$ cat config.mk
export PLATFORM = sky130hd
export DESIGN_NAME = phase_frame_packer
export DESIGN_NICKNAME = d
export VERILOG_FILES = /design/src/rtl/phase_frame_packer.sv
export SDC_FILE = /design/constraint.sdc
export NUM_CORES = 1
export LEC_CHECK = 0
export BUFFER_PORTS_ARGS = -buffer_cell sky130_fd_sc_hd__buf_2
export CAP_MARGIN = 20
export CORE_ASPECT_RATIO = 2
export CORE_MARGIN = 4
export CORE_UTILIZATION = 50
export CTS_BUF_LIST = sky130_fd_sc_hd__clkbuf_4 sky130_fd_sc_hd__clkbuf_8 sky130_fd_sc_hd__clkbuf_16
export CTS_CLUSTER_DIAMETER = 80
export CTS_CLUSTER_SIZE = 8
export DETAILED_ROUTE_END_ITERATION = 8
export GPL_TIMING_DRIVEN = 0
export PLACE_DENSITY = 0.68
export SLEW_MARGIN = 25
export SYNTH_ARGS = -nofsm -noshare
export SYNTH_HDL_FRONTEND = slang
export SYNTH_SLANG_ARGS = --single-unit
$ cat constraint.sdc
create_clock -name clk_60m -period 14.79 [get_ports clk_60m]
set_clock_uncertainty 0.15 [all_clocks]
set_input_delay 2.958 -clock clk_60m [delete_from_list [all_inputs] [get_ports clk_60m]]
set_output_delay 2.958 -clock clk_60m [all_outputs]
set_load 0.02 [all_outputs]
$ cat src/rtl/phase_frame_packer.sv
// Circular (wrap-aware) averaging of phase samples, packed into byte frames over valid/ready.
// Define PHASE_FRAME_CHK_EN to append an XOR check byte (SEQ ^ PH_HI ^ PH_LO) to each frame.
`timescale 1ns/1ps
module phase_frame_packer #(
  parameter int unsigned AVG_LOG2 = 3,
  parameter logic [7:0]  HEADER   = 8'hA5
) (
  input  logic       clk_60m,
  input  logic       rst_n,
  input  logic [8:0] phase_in,
  input  logic       phase_stb,
  output logic [7:0] tx_data,
  output logic       tx_valid,
  input  logic       tx_ready,
  output logic [7:0] frame_cnt,
  output logic [7:0] drop_cnt
);

  localparam int unsigned SW = 10 + AVG_LOG2;
  localparam int unsigned N  = 1 << AVG_LOG2;

  typedef enum logic [2:0] {S_IDLE, S_HDR, S_SEQ, S_PH_HI, S_PH_LO, S_CHK} state_t;

  state_t r_state, w_next;

  logic [6:0]          r_cnt;
  logic [8:0]          r_ref;
  logic signed [SW-1:0] r_sum;
  logic                r_cmp_vld;
  logic [8:0]          r_cmp_avg;
  logic                r_pending;
  logic [8:0]          r_pend_avg;
  logic                r_ovf;
  logic [8:0]          r_frm_avg;
  logic                r_frm_f;
  logic [7:0]          r_frame_cnt;
  logic [7:0]          r_drop_cnt;

  logic [8:0]           w_p, w_ref, w_avg;
  logic                 w_first, w_last, w_leave, w_fin;
  logic signed [10:0]   w_d_raw, w_d;
  logic signed [SW-1:0] w_d_ext, w_sum, w_shift;
  logic signed [11:0]   w_shift12, w_avg12;
  logic [7:0]           w_hi, w_lo;

  // First sample of a window becomes the reference, so its own delta is zero.
  always_comb begin
    w_p     = (phase_in >= 9'd360) ? '0 : phase_in;
    w_first = (r_cnt == '0);
    w_last  = (r_cnt == 7'(N - 1));
    w_ref   = w_first ? w_p : r_ref;
    w_d_raw = $signed({2'b00, w_p}) - $signed({2'b00, w_ref});
    w_d     = w_d_raw;
    if (w_d_raw >= 11'sd180)
      w_d = w_d_raw - 11'sd360;
    else if (w_d_raw < -11'sd180)
      w_d = w_d_raw + 11'sd360;
    w_d_ext   = SW'(w_d);
    w_sum     = (w_first ? '0 : r_sum) + w_d_ext;
    w_shift   = w_sum >>> AVG_LOG2;
    w_shift12 = 12'(w_shift);
    w_avg12   = $signed({3'b000, w_ref}) + w_shift12;
    if (w_avg12 < 12'sd0)
      w_avg12 = w_avg12 + 12'sd360;
    else if (w_avg12 >= 12'sd360)
      w_avg12 = w_avg12 - 12'sd360;
    w_avg = w_avg12[8:0];
  end

  always_ff @(posedge clk_60m or negedge rst_n) begin
    if (!rst_n) begin
      r_cnt     <= '0;
      r_ref     <= '0;
      r_sum     <= '0;
      r_cmp_vld <= 1'b0;
      r_cmp_avg <= '0;
    end else begin
      r_cmp_vld <= 1'b0;
      if (phase_stb) begin
        r_ref <= w_ref;
        r_sum <= w_sum;
        if (w_last) begin
          r_cnt     <= '0;
          r_cmp_vld <= 1'b1;
          r_cmp_avg <= w_avg;
        end else begin
          r_cnt <= r_cnt + 7'd1;
        end
      end
    end
  end

  assign w_leave = (r_state == S_IDLE) && r_pending;
`ifdef PHASE_FRAME_CHK_EN
  assign w_fin = tx_ready && (r_state == S_CHK);
`else
  assign w_fin = tx_ready && (r_state == S_PH_LO);
`endif

  // A completion coinciding with the FSM leaving IDLE takes the freed slot; later NBAs win.
  always_ff @(posedge clk_60m or negedge rst_n) begin
    if (!rst_n) begin
      r_pending   <= 1'b0;
      r_pend_avg  <= '0;
      r_ovf       <= 1'b0;
      r_frm_avg   <= '0;
      r_frm_f     <= 1'b0;
      r_drop_cnt  <= '0;
      r_frame_cnt <= '0;
      r_state     <= S_IDLE;
    end else begin
      r_state <= w_next;
      if (w_leave) begin
        r_frm_avg <= r_pend_avg;
        r_frm_f   <= r_ovf;
        r_ovf     <= 1'b0;
        r_pending <= 1'b0;
      end
      if (r_cmp_vld) begin
        if (!r_pending || w_leave) begin
          r_pending  <= 1'b1;
          r_pend_avg <= r_cmp_avg;
        end else begin
          r_ovf <= 1'b1;
          if (r_drop_cnt != '1)
            r_drop_cnt <= r_drop_cnt + 8'd1;
        end
      end
      if (w_fin)
        r_frame_cnt <= r_frame_cnt + 8'd1;
    end
  end

  assign w_hi = {r_frm_f, 6'b000000, r_frm_avg[8]};
  assign w_lo = r_frm_avg[7:0];

  always_comb begin
    w_next   = r_state;
    tx_valid = 1'b1;
    tx_data  = '0;
    case (r_state)
      S_IDLE: begin
        tx_valid = 1'b0;
        if (r_pending) w_next = S_HDR;
      end
      S_HDR: begin
        tx_data = HEADER;
        if (tx_ready) w_next = S_SEQ;
      end
      S_SEQ: begin
        tx_data = r_frame_cnt;
        if (tx_ready) w_next = S_PH_HI;
      end
      S_PH_HI: begin
        tx_data = w_hi;
        if (tx_ready) w_next = S_PH_LO;
      end
      S_PH_LO: begin
        tx_data = w_lo;
`ifdef PHASE_FRAME_CHK_EN
        if (tx_ready) w_next = S_CHK;
`else
        if (tx_ready) w_next = S_IDLE;
`endif
      end
`ifdef PHASE_FRAME_CHK_EN
      S_CHK: begin
        tx_data = r_frame_cnt ^ w_hi ^ w_lo;
        if (tx_ready) w_next = S_IDLE;
      end
`endif
      default: begin
        tx_valid = 1'b0;
        w_next   = S_IDLE;
      end
    endcase
  end

  assign frame_cnt = r_frame_cnt;
  assign drop_cnt  = r_drop_cnt;

endmodule
==> results.tsv, run 1 <==
stage	metric	value	unit
floorplan	Die ar.	13700	um^2
floorplan	CORE AREA	11400	um^2
finish	ANT cells	0	
timing	fin. max-slew vios	0	
drt	Final ANT Viol Nets	0	
timing	period utilisation layout	76.9	%
floorplan	die height	162	um
drt	DRC	0	
timing	setup TNS	0	ps
timing	minimum clock period	11370	ps
synthesis	Synth area leader	dfrtp_1	
setup_path	crit path kind	input port to register	
clock_network	Skew-Pair Late Insertion Delay	340	ps
setup_path	Top cell by count, worst path	a31oi_1	
finish	fin area	6560	um^2
worst_hold_path	Min-Delay Path Class	register to register	
clock_network	number of buffers created by CTS	9	
finish	commonest non-fill, non-tap cells in the layout	dfrtp_1, nor2_1, nand2_1, ha_1, buf_2	
clock_network	Clock transition at path regs	60	ps
synthesis	synthesized cell area	5890	um^2
synthesis	ys async rst share	100	%
synthesis	Main synth FF type	dfrtp_1	
placement	# port buffers	37	
floorplan	Starting Density	51.6	%
timing	fmax	0.0879	GHz
timing	RSZ-0062 raised after global routing	no	
clock_network	hold_buf cts	0	
global_route	vias in the first global route	5171	
clock_network	Root Buffer	clkbuf_16	
drt	DR vias	4908	
placement	DP Area	6280	um^2
floorplan	site row count	55	
drt	drt pass-1 iters	4	
synthesis	main area contributors after synthesis	dfrtp_1, ha_1, mux2_2	
drt	Detailed Route Iter0 Violations	214	
synthesis	Seq/Total Area, Yosys	33.6	%
timing	Hold WS	326	ps
setup_path	Worst R2R End	r_cmp_avg[8]	
floorplan	Die Wd	84.8	um
setup_path	R2R cell count	37	
finish	P&R area growth vs syn	11.4	%
global_route	first-pass GRT wire length	24.8	mm
setup_path	slowest CP cell	a2111oi_2	
drt	final WL	14.7	mm
finish	final net count	735	
setup_path	CP arrival	11470	ps
clock_network	Max Root-Sink Buffers	2	
setup_path	Critical Path Sink Type	register	
synthesis	share of the synthesized area in the top cell type	33.6	%
finish	commonest non-fill, non-tap cell in the layout	dfrtp_1	
synthesis	count of different cell masters after synthesis	74	
clock_network	H-Tree Depth	3	
job	maxcap violations	0	
clock_network	post-cts sizing count	0	
placement	DP Wirelength	11.8	mm
synthesis	Post-Syn Area per Cell	9.34	um^2
outcome	outcome	completed	
setup_path	critical path startpoint category	input port	
global_route	initial antenna violation count	0	
clock_network	setup repair bufs after CTS	0	
synthesis	number of synthesized flops with an enable pin	0	
placement	Routability Congestion	0.936	
floorplan	Ports	38	
finish	share of cells above drive strength 1	17.7	%
synthesis	synthesized instance count	631	
setup_path	Required @ worst endpoint	14890	ps
setup_path	crit path from	phase_in[4]	
setup_path	slowest stage delay, CP	640	ps
timing	actual slew at the worst max-slew pin	770	ps
global_route	total grt overflow	0	
setup_path	maximum fanout along the worst path	10	
global_route	pin count of the biggest net entering global routing	46	
finish	# fillers	1076	
setup_path	crit path capture	r_cmp_avg[8]	
synthesis	post-synth net total	686	
clock_network	CTS tree	yes	
global_route	GRT Total Usage	22.5	%
drt	via-per-instance ratio	5.93	
setup_path	R2R Path Start	r_cnt[3]	
timing	Final Hold Fails	0	
timing	# setup viols final	0	
drt	routed len/inst	17.8	um
timing	slew margin rel.	48.3	%
clock_network	clock sinks	79	
synthesis	Ys Warns	0	
setup_path	R2R setup slack	5350	ps
synthesis	#FFs+latches synth	79	
==> how the worst min path moves through the flow <==
stage	start	to	slack, ps	cells after the start
global placement	r_cmp_avg[0]	r_cmp_avg[0]	310	2
global route	r_pend_avg[4]	r_pend_avg[4]	360	1
finish	r_cmp_avg[1]	r_cmp_avg[1]	330	2
CTS	r_cmp_avg[1]	r_cmp_avg[1]	330	2
floorplan	r_cmp_avg[0]	r_cmp_avg[0]	290	2
detailed placement	r_cmp_avg[1]	r_cmp_avg[1]	320	2
==> synthesized netlist by cell type, types with 4 or more instances <==
library cell	number
o21ai_0	25
a31oi_1	11
a22oi_1	7
o22ai_1	4
and2_1	23
mux2_2	35
o31ai_1	6
nor2_1	49
nor2b_1	8
ha_1	39
o21ai_1	5
dfrtp_1	79
clkbuf_1	17
a211o_1	7
nand3_1	20
and3_1	7
o21a_1	6
xnor2_1	37
nor3_1	10
nand4_1	9
or3_1	6
a21o_1	11
mux2i_1	9
nand2b_1	8
a21oi_1	36
xor2_1	13
inv_1	28
nand2_1	46
==> state kept, by name (all words and copies together), names as in the netlist <==
register    count
r_state         3
r_cmp_vld       1
r_sum          13
frame_cnt       8
r_cmp_avg       9
r_frm_avg       9
drop_cnt        8
r_frm_f         1
r_pend_avg      9
r_ovf           1
r_cnt           7
r_ref           9
r_pending       1
==> stage by stage <==
stage               worst slack (ps)  instances  utilization (%)
finish                          3420        827             57.4
global route                    2820        827             57.4
CTS                             3590        827             57.4
detailed placement              3250        811             55.0
global placement                3420        810             54.7
floorplan                       4630        631                -
==> area by class of cell <==
class / count / area, um^2 / area share (%)
clock buffers: 10 / 233 / 3.55
inverters: 30 / 113 / 1.72
multi-input cells: 502 / 3720 / 56.6
plain buffers: 20 / 85.1 / 1.30
repair buffers: 38 / 215 / 3.28
flip-flops and latches: 79 / 1980 / 30.1
clock inverters: 6 / 43.8 / 0.668
well taps: 142 / 178 / 2.71
==> metal layers <==
layer | vias to the layer above | routed length [um] | global-route usage, % | share of wire, %
li1 | 2383 | - | - | -
met1 | 2372 | 5240 | 22.4 | 36
met2 | 107 | 8340 | 43.5 | 57
met3 | 46 | 367 | 1.74 | 2.5
met4 | 0 | 786 | 13.8 | 5.3
met5 | - | 0 | 0 | 0
==> cells by family (layout without fill, tap and decap cells) <==
family                     count (synthesis)  in the layout  share of synthesized area, %
AOI/OAI and AO/OA                        161            161                          19.8
xor gates and xnor gates                  50             50                          7.43
adders and majority gates                 43             43                          9.49
buffers and inverters                     50            104                          3.36
DFF                                       79             79                          33.6
muxes                                     45             45                          8.47
and+or+nand+nor                          203            203                          17.9
==> critical path: cells and delay by family <==
family,cells,cell delay (ps)
AO/OA/AOI/OAI,17,4080
XOR/XNOR,1,120
multiplexers,2,340
adder cells (fa/ha/maj),3,980
buffers and inverters,2,310
AND/OR/NAND/NOR,15,2690
Power of run 1 is left out: the tool's default activity adds up to more than one toggle a clock period on the data nets, which glitch-free logic cannot reach.
==> run 2: changes to the inputs <==
--- a/config.mk
+++ b/config.mk
@@ -5,6 +5,7 @@
 export SDC_FILE = /design/constraint.sdc
 export NUM_CORES = 1
 export LEC_CHECK = 0
+export ABC_AREA = 1
 export BUFFER_PORTS_ARGS = -buffer_cell sky130_fd_sc_hd__buf_2
 export CAP_MARGIN = 20
 export CORE_ASPECT_RATIO = 2
==> constraint.sdc (replaced) <==
create_clock -name clk_60m -period 11.6 [get_ports clk_60m]
set_clock_uncertainty 0.15 [all_clocks]
set_input_delay 2.32 -clock clk_60m [delete_from_list [all_inputs] [get_ports clk_60m]]
set_output_delay 2.32 -clock clk_60m [all_outputs]
set_load 0.02 [all_outputs]
==> results.tsv, run 2 <==
stage	metric	value	unit	change
synthesis	#FFs+latches synth	79		unchanged
global_route	busiest layer in global routing	met2		
global_route	GRT Total Usage	21.3	%	-1.2 points
setup_path	slowest CP cell	fa_1		
drt	Detailed Route Iter0 Violations	255		+19%
synthesis	synthesized cell area	5610	um^2	-4.8%
clock_network	H-Tree Depth	3		unchanged
drt	DR vias	5101		+3.9%
global_route	GR Util met3	3.02	%	+1.3 points
timing	fmax	0.111	GHz	
synthesis	synthesized instance count	781		+24%
outcome	outcome	completed		
timing	fin. max-slew vios	0		unchanged
placement	DP Area	5990	um^2	-4.6%
drt	via-per-instance ratio	5.23		-12%
drt	DRC	0		unchanged
floorplan	Die ar.	13100	um^2	-4.4%
finish	share of cells above drive strength 1	11.0	%	-6.6 points
placement	# port buffers	37		unchanged
clock_network	clock sinks	79		unchanged
timing	minimum clock period	9050	ps	
drt	drt pass-1 iters	5		+1
clock_network	Root Buffer	clkbuf_16		
finish	# fillers	1043		-3.1%
worst_hold_path	WHS Path Cells	2		unchanged
synthesis	main area contributors after synthesis	dfrtp_1, nand2_1, ha_1		
setup_path	Required @ worst endpoint	11660	ps	-3230 ps
setup_path	R2R cell count	50		+35%
finish	final net count	885		+20%
finish	Biggest register	r_sum		
floorplan	die height	158	um	-2.3%
floorplan	Die Wd	82.9	um	-2.2%
timing	actual slew at the worst max-slew pin	853	ps	+83.0 ps
setup_path	Critical Path Sink Type	register		
synthesis	Post-Syn Area per Cell	7.18	um^2	-23%
timing	period utilisation layout	78.0	%	
synthesis	number of synthesized flops with an enable pin	0		unchanged
drt	routed len/inst	14.0	um	-21%
floorplan	Ports	38		unchanged
synthesis	simple-gate area share of the yosys netlist	27.8	%	+9.9 points
setup_path	crit path kind	input port to register		
setup_path	maximum fanout along the worst path	5		-5
finish	commonest non-fill, non-tap cells in the layout	nand2_1, inv_1, dfrtp_1, o21ai_0, nor2_1		
setup_path	Top cell by count, worst path	nand2_1		
synthesis	Seq/Total Area, Yosys	35.2	%	+1.7 points
synthesis	Post-Synth XOR/XNOR Area	4.84	%	-2.6 points
clock_network	Max Root-Sink Buffers	2		unchanged
setup_path	Worst R2R End	r_cmp_avg[8]		
global_route	met2 Usage GRT	43.1	%	-0.40 points
finish	ANT cells	0		unchanged
setup_path	R2R setup slack	3650	ps	-1700 ps
worst_hold_path	Hold EP	r_ref[0]		
clock_network	number of buffers created by CTS	9		unchanged
drt	Final ANT Viol Nets	0		unchanged
synthesis	main combinational cell family by area after synthesis	simple AND/OR/NAND/NOR gates		
global_route	pin count of the biggest net entering global routing	42		-8.7%
synthesis	Synth Area in Compound Gates	11.4	%	-8.3 points
synthesis	Post-Synth Adder-Cell Area	9.77	%	+0.28 points
job	maxcap violations	0		unchanged
drt	final WL	13.7	mm	-7.3%
synthesis	Main synth FF type	dfrtp_1		
clock_network	Skew-Pair Late Insertion Delay	340	ps	about the same
placement	DP Wirelength	10.9	mm	-7.2%
synthesis	ys async rst share	100	%	unchanged
clock_network	setup repair bufs after CTS	0		unchanged
global_route	total grt overflow	0		unchanged
synthesis	Commonest cells post-synth	nand2_1, inv_1, dfrtp_1		
global_route	grt met1 use	19.1	%	-3.2 points
floorplan	Starting Density	51.2	%	-0.32 points
setup_path	R2R Path Start	r_cnt[0]		
clock_network	Clock transition at path regs	60	ps	about the same
synthesis	share of the synthesized area in the top cell type	35.2	%	+1.7 points
synthesis	Synth area leader	dfrtp_1		
finish	fin area	6300	um^2	-4.0%
synthesis	Ys Warns	0		unchanged
global_route	vias in the first global route	4999		-3.3%
finish	commonest non-fill, non-tap cell in the layout	nand2_1		
global_route	first-pass GRT wire length	22.5	mm	-9.0%
timing	# setup viols final	0		unchanged
timing	RSZ-0062 raised after global routing	no		
placement	Routability Congestion	0.941		+0.57%
worst_hold_path	hold_sp	r_ref[0]		
worst_hold_path	Min-Delay Path Class	register to register		
timing	setup TNS	0	ps	unchanged
setup_path	critical path startpoint category	input port		
synthesis	count of different cell masters after synthesis	37		-50%
synthesis	mux cell area share after synthesis	1.58	%	-6.9 points
clock_network	hold_buf cts	0		unchanged
floorplan	CORE AREA	10900	um^2	-4.2%
timing	slew margin rel.	42.5	%	-5.8 points
setup_path	slowest stage delay, CP	500	ps	-140 ps
timing	Final Hold Fails	0		unchanged
global_route	initial antenna violation count	0		unchanged
clock_network	post-cts sizing count	0		unchanged
finish	P&R area growth vs syn	12.3	%	
clock_network	CTS tree	yes		
finish	max reg flops	13		unchanged
synthesis	count leader, synth	nand2_1		
floorplan	site row count	54		-1.8%
synthesis	post-synth net total	836		+22%
setup_path	CP arrival	9110	ps	-2360 ps
-- run 2: area by class of cell --
class                      count  area [um^2]  share of cell area (%)
timing repair buffer          38          208                    3.30
clock inverter                 7         77.6                    1.23
multi-input combinational    563         3110                    49.4
inverter                     127          477                    7.57
buffer                        12         47.5                   0.755
sequential                    79         1980                    31.4
clock buffer                   9          225                    3.57
tap                          140          175                    2.78
-- run 2: cells by family after synthesis --
group                      count (synthesis)
and+or+nand+nor                          364
buffers and inverters                    139
AOI/OAI and AO/OA                        118
DFF                                       79
adders and majority gates                 42
xor gates and xnor gates                  31
muxes                                      8
-- run 2: worst max-delay path by stage --
stage	startpoint	endpoint	slack, ps	cells past startpoint
2_1_floorplan	phase_in[3]	r_cmp_avg[3]	3630	51
3_3_place_gp	phase_in[3]	r_cmp_avg[8]	2500	52
3_5_place_dp	phase_in[3]	r_cmp_avg[8]	2300	51
4_1_cts	phase_in[3]	r_cmp_avg[8]	2620	52
5_1_grt	phase_in[3]	r_cmp_avg[8]	1630	51
6_report	phase_in[3]	r_cmp_avg[8]	2550	51
-- run 2: critical path, delay by kind of cell --
family | cells | cell delay [ps]
fa+ha+maj | 3 | 1140
buf+inv | 7 | 610
simple gates | 30 | 3020
compound gates | 9 | 1630
mux | 1 | 160
xor+xnor | 1 | 190
-- run 2: metal layers --
metal	wire length [um]	up-vias	share of wire [%]
met4	784	0	5.7
li1	-	2592	-
met1	4740	2354	35
met3	411	42	3.0
met5	0	-	0
met2	7720	113	57
-- run 2: stage by stage --
| step | utilization (%) | setup WS, ps | instances | hold slack (ps) |
|---|---|---|---|---|
| 2_1_floorplan | - | 3630 | 781 | 293 |
| 3_3_place_gp | 54.5 | 2500 | 958 | 309 |
| 3_5_place_dp | 54.7 | 2300 | 959 | 316 |
| 4_1_cts | 57.5 | 2620 | 975 | 334 |
| 5_1_grt | 57.6 | 1630 | 975 | 345 |
| 6_report | 57.6 | 2550 | 975 | 332 |
Power of run 2 is left out for the same reason.
==> run 3: changes to the inputs <==
==> constraint.sdc (replaced) <==
create_clock -name clk_60m -period 9.25 [get_ports clk_60m]
set_clock_uncertainty 0.15 [all_clocks]
set_input_delay 1.85 -clock clk_60m [delete_from_list [all_inputs] [get_ports clk_60m]]
set_output_delay 1.85 -clock clk_60m [all_outputs]
set_load 0.02 [all_outputs]
==> results.tsv, run 3 (synthesized netlist as in run 2, its figures left out) <==
stage	metric	value	unit	change
drt	routed len/inst	14.0	um	+0.21%
setup_path	Required @ worst endpoint	9310	ps	-2350 ps
global_route	initial antenna violation count	0		unchanged
setup_path	WP buf/inv	6		-1
setup_path	R2R cell count	50		unchanged
setup_path	CP arrival	8420	ps	-690 ps
finish	# fillers	1045		+0.19%
global_route	pin count of the biggest net entering global routing	42		unchanged
placement	placed cells	959		unchanged
setup_path	critical path startpoint category	input port		
timing	period utilisation layout	90.3	%	
setup_path	Critical Path Sink Type	register		
placement	# port buffers	37		unchanged
worst_hold_path	Min-Delay Path Class	register to register		
timing	# setup viols final	0		unchanged
drt	DR vias	5078		-0.45%
clock_network	Skew-Pair Late Insertion Delay	340	ps	about the same
floorplan	die height	158	um	unchanged
clock_network	setup repair bufs after CTS	0		unchanged
finish	P&R area growth vs syn	12.5	%	
finish	max reg flops	13		unchanged
global_route	total grt overflow	0		unchanged
clock_network	hold_buf cts	0		unchanged
timing	RSZ-0062 raised after global routing	no		
clock_network	Root Buffer	clkbuf_16		
placement	DP Wirelength	10.9	mm	unchanged
drt	drt pass-1 iters	5		unchanged
setup_path	critical path's top delay family	simple AND/OR/NAND/NOR gates		
outcome	outcome	completed		
timing	fin. max-slew vios	0		unchanged
finish	final cell count without fillers	975		unchanged
setup_path	crit path kind	input port to register		
setup_path	Worst R2R End	r_cmp_avg[8]		
setup_path	Top cell by count, worst path	nand2_1		
clock_network	CTS tree	yes		
clock_network	number of buffers created by CTS	9		unchanged
placement	Routability Congestion	0.941		unchanged
drt	Detailed Route Iter0 Violations	234		-8.2%
drt	Final ANT Viol Nets	0		unchanged
setup_path	R2R Path Start	r_cnt[0]		
setup_path	R2R setup slack	1510	ps	-2140 ps
setup_path	slowest CP cell	fa_1		
worst_hold_path	hold_sp	r_ref[0]		
timing	Hold WS	331	ps	-0.247 ps
timing	minimum clock period	8350	ps	
clock_network	Max Root-Sink Buffers	2		unchanged
clock_network	H-Tree Depth	3		unchanged
drt	DRC	0		unchanged
setup_path	slowest stage delay, CP	410	ps	-90 ps
floorplan	Die ar.	13100	um^2	unchanged
finish	fin area	6310	um^2	+0.16%
drt	final WL	13.7	mm	+0.21%
timing	fmax	0.120	GHz	
floorplan	CORE AREA	10900	um^2	unchanged
drt	via-per-instance ratio	5.21		-0.45%
global_route	first-pass GRT wire length	22.5	mm	unchanged
floorplan	Starting Density	51.2	%	unchanged
setup_path	maximum fanout along the worst path	5		unchanged
global_route	vias in the first global route	4999		unchanged
timing	setup TNS	0	ps	unchanged
finish	share of cells above drive strength 1	11.4	%	+0.36 points
worst_hold_path	Hold EP	r_ref[0]		
floorplan	site row count	54		unchanged
placement	DP Area	5990	um^2	unchanged
finish	final net count	885		unchanged
clock_network	clock sinks	79		unchanged
timing	Final Hold Fails	0		unchanged
finish	commonest non-fill, non-tap cells in the layout	nand2_1, inv_1, dfrtp_1, o21ai_0, nor2_1		
floorplan	Die Wd	82.9	um	unchanged
timing	slew margin rel.	40.8	%	-1.7 points
finish	commonest non-fill, non-tap cell in the layout	nand2_1		
finish	ANT cells	0		unchanged
timing	actual slew at the worst max-slew pin	878	ps	+25.3 ps
setup_path	crit path from	phase_in[3]		
clock_network	Clock transition at path regs	70	ps	about the same
global_route	GRT Total Usage	21.3	%	unchanged
job	maxcap violations	0		unchanged
worst_hold_path	WHS Path Cells	2		unchanged
floorplan	Ports	38		unchanged
finish	Biggest register	r_sum		
==> run 3: cell count changes in the layout (fill, tap and decap cells not counted) <==
cell     delta
o21ai_0     -1
ha_1        -1
a21oi_2     +1
a21oi_1     -1
o21ai_2     +1
ha_2        +1
==> run 3: per-layer routing <==
layer	wire length, um	track usage (%)
met3	420	3.02
met1	4710	19.1
met2	7780	43.1
met5	0	0
met4	775	13.8
==> run 3: worst max-delay path by stage <==
| stage | endpoint | slack [ps] | cells past startpoint |
|---|---|---|---|
| floorplan | r_cmp_avg[3] | 1750 | 51 |
| global placement | r_cmp_avg[8] | 620 | 52 |
| detailed placement | r_cmp_avg[8] | 420 | 51 |
| CTS | r_cmp_avg[8] | 740 | 52 |
| global route | r_cmp_avg[8] | 20 | 51 |
| finish | r_cmp_avg[8] | 900 | 50 |
==> run 3: tightest hold or removal path: stages (launching register included) <==
cell and delay (ps):
dfrtp_1 350, nand2_1 50, nand2_1 50
==> run 3: area by class of cell <==
class                   instances  area [um^2]  area share (%)
plain buffers                  12         47.5           0.754
clock inverters                 7         77.6            1.23
well taps                     140          175            2.78
multi-input cells             563         3120            49.5
clock buffers                   9          225            3.57
inverters                     127          477            7.56
flip-flops and latches         79         1980            31.3
repair buffers                 38          208            3.29
==> run 3: through the flow <==
step / utilization [%] / worst slack (ps)
after floorplan: - / 1750
after global placement: 54.5 / 619
after detailed placement: 54.7 / 423
after CTS: 57.5 / 743
after global routing: 57.6 / 19.3
final: 57.6 / 899
==> run 3: timing repair <==
action / CTS / global route
resized for setup: 0 / 4
endpoints found under the setup margin: 0 / 6
endpoints found under the hold margin: 0 / 0
Power of run 3 is left out for the same reason.
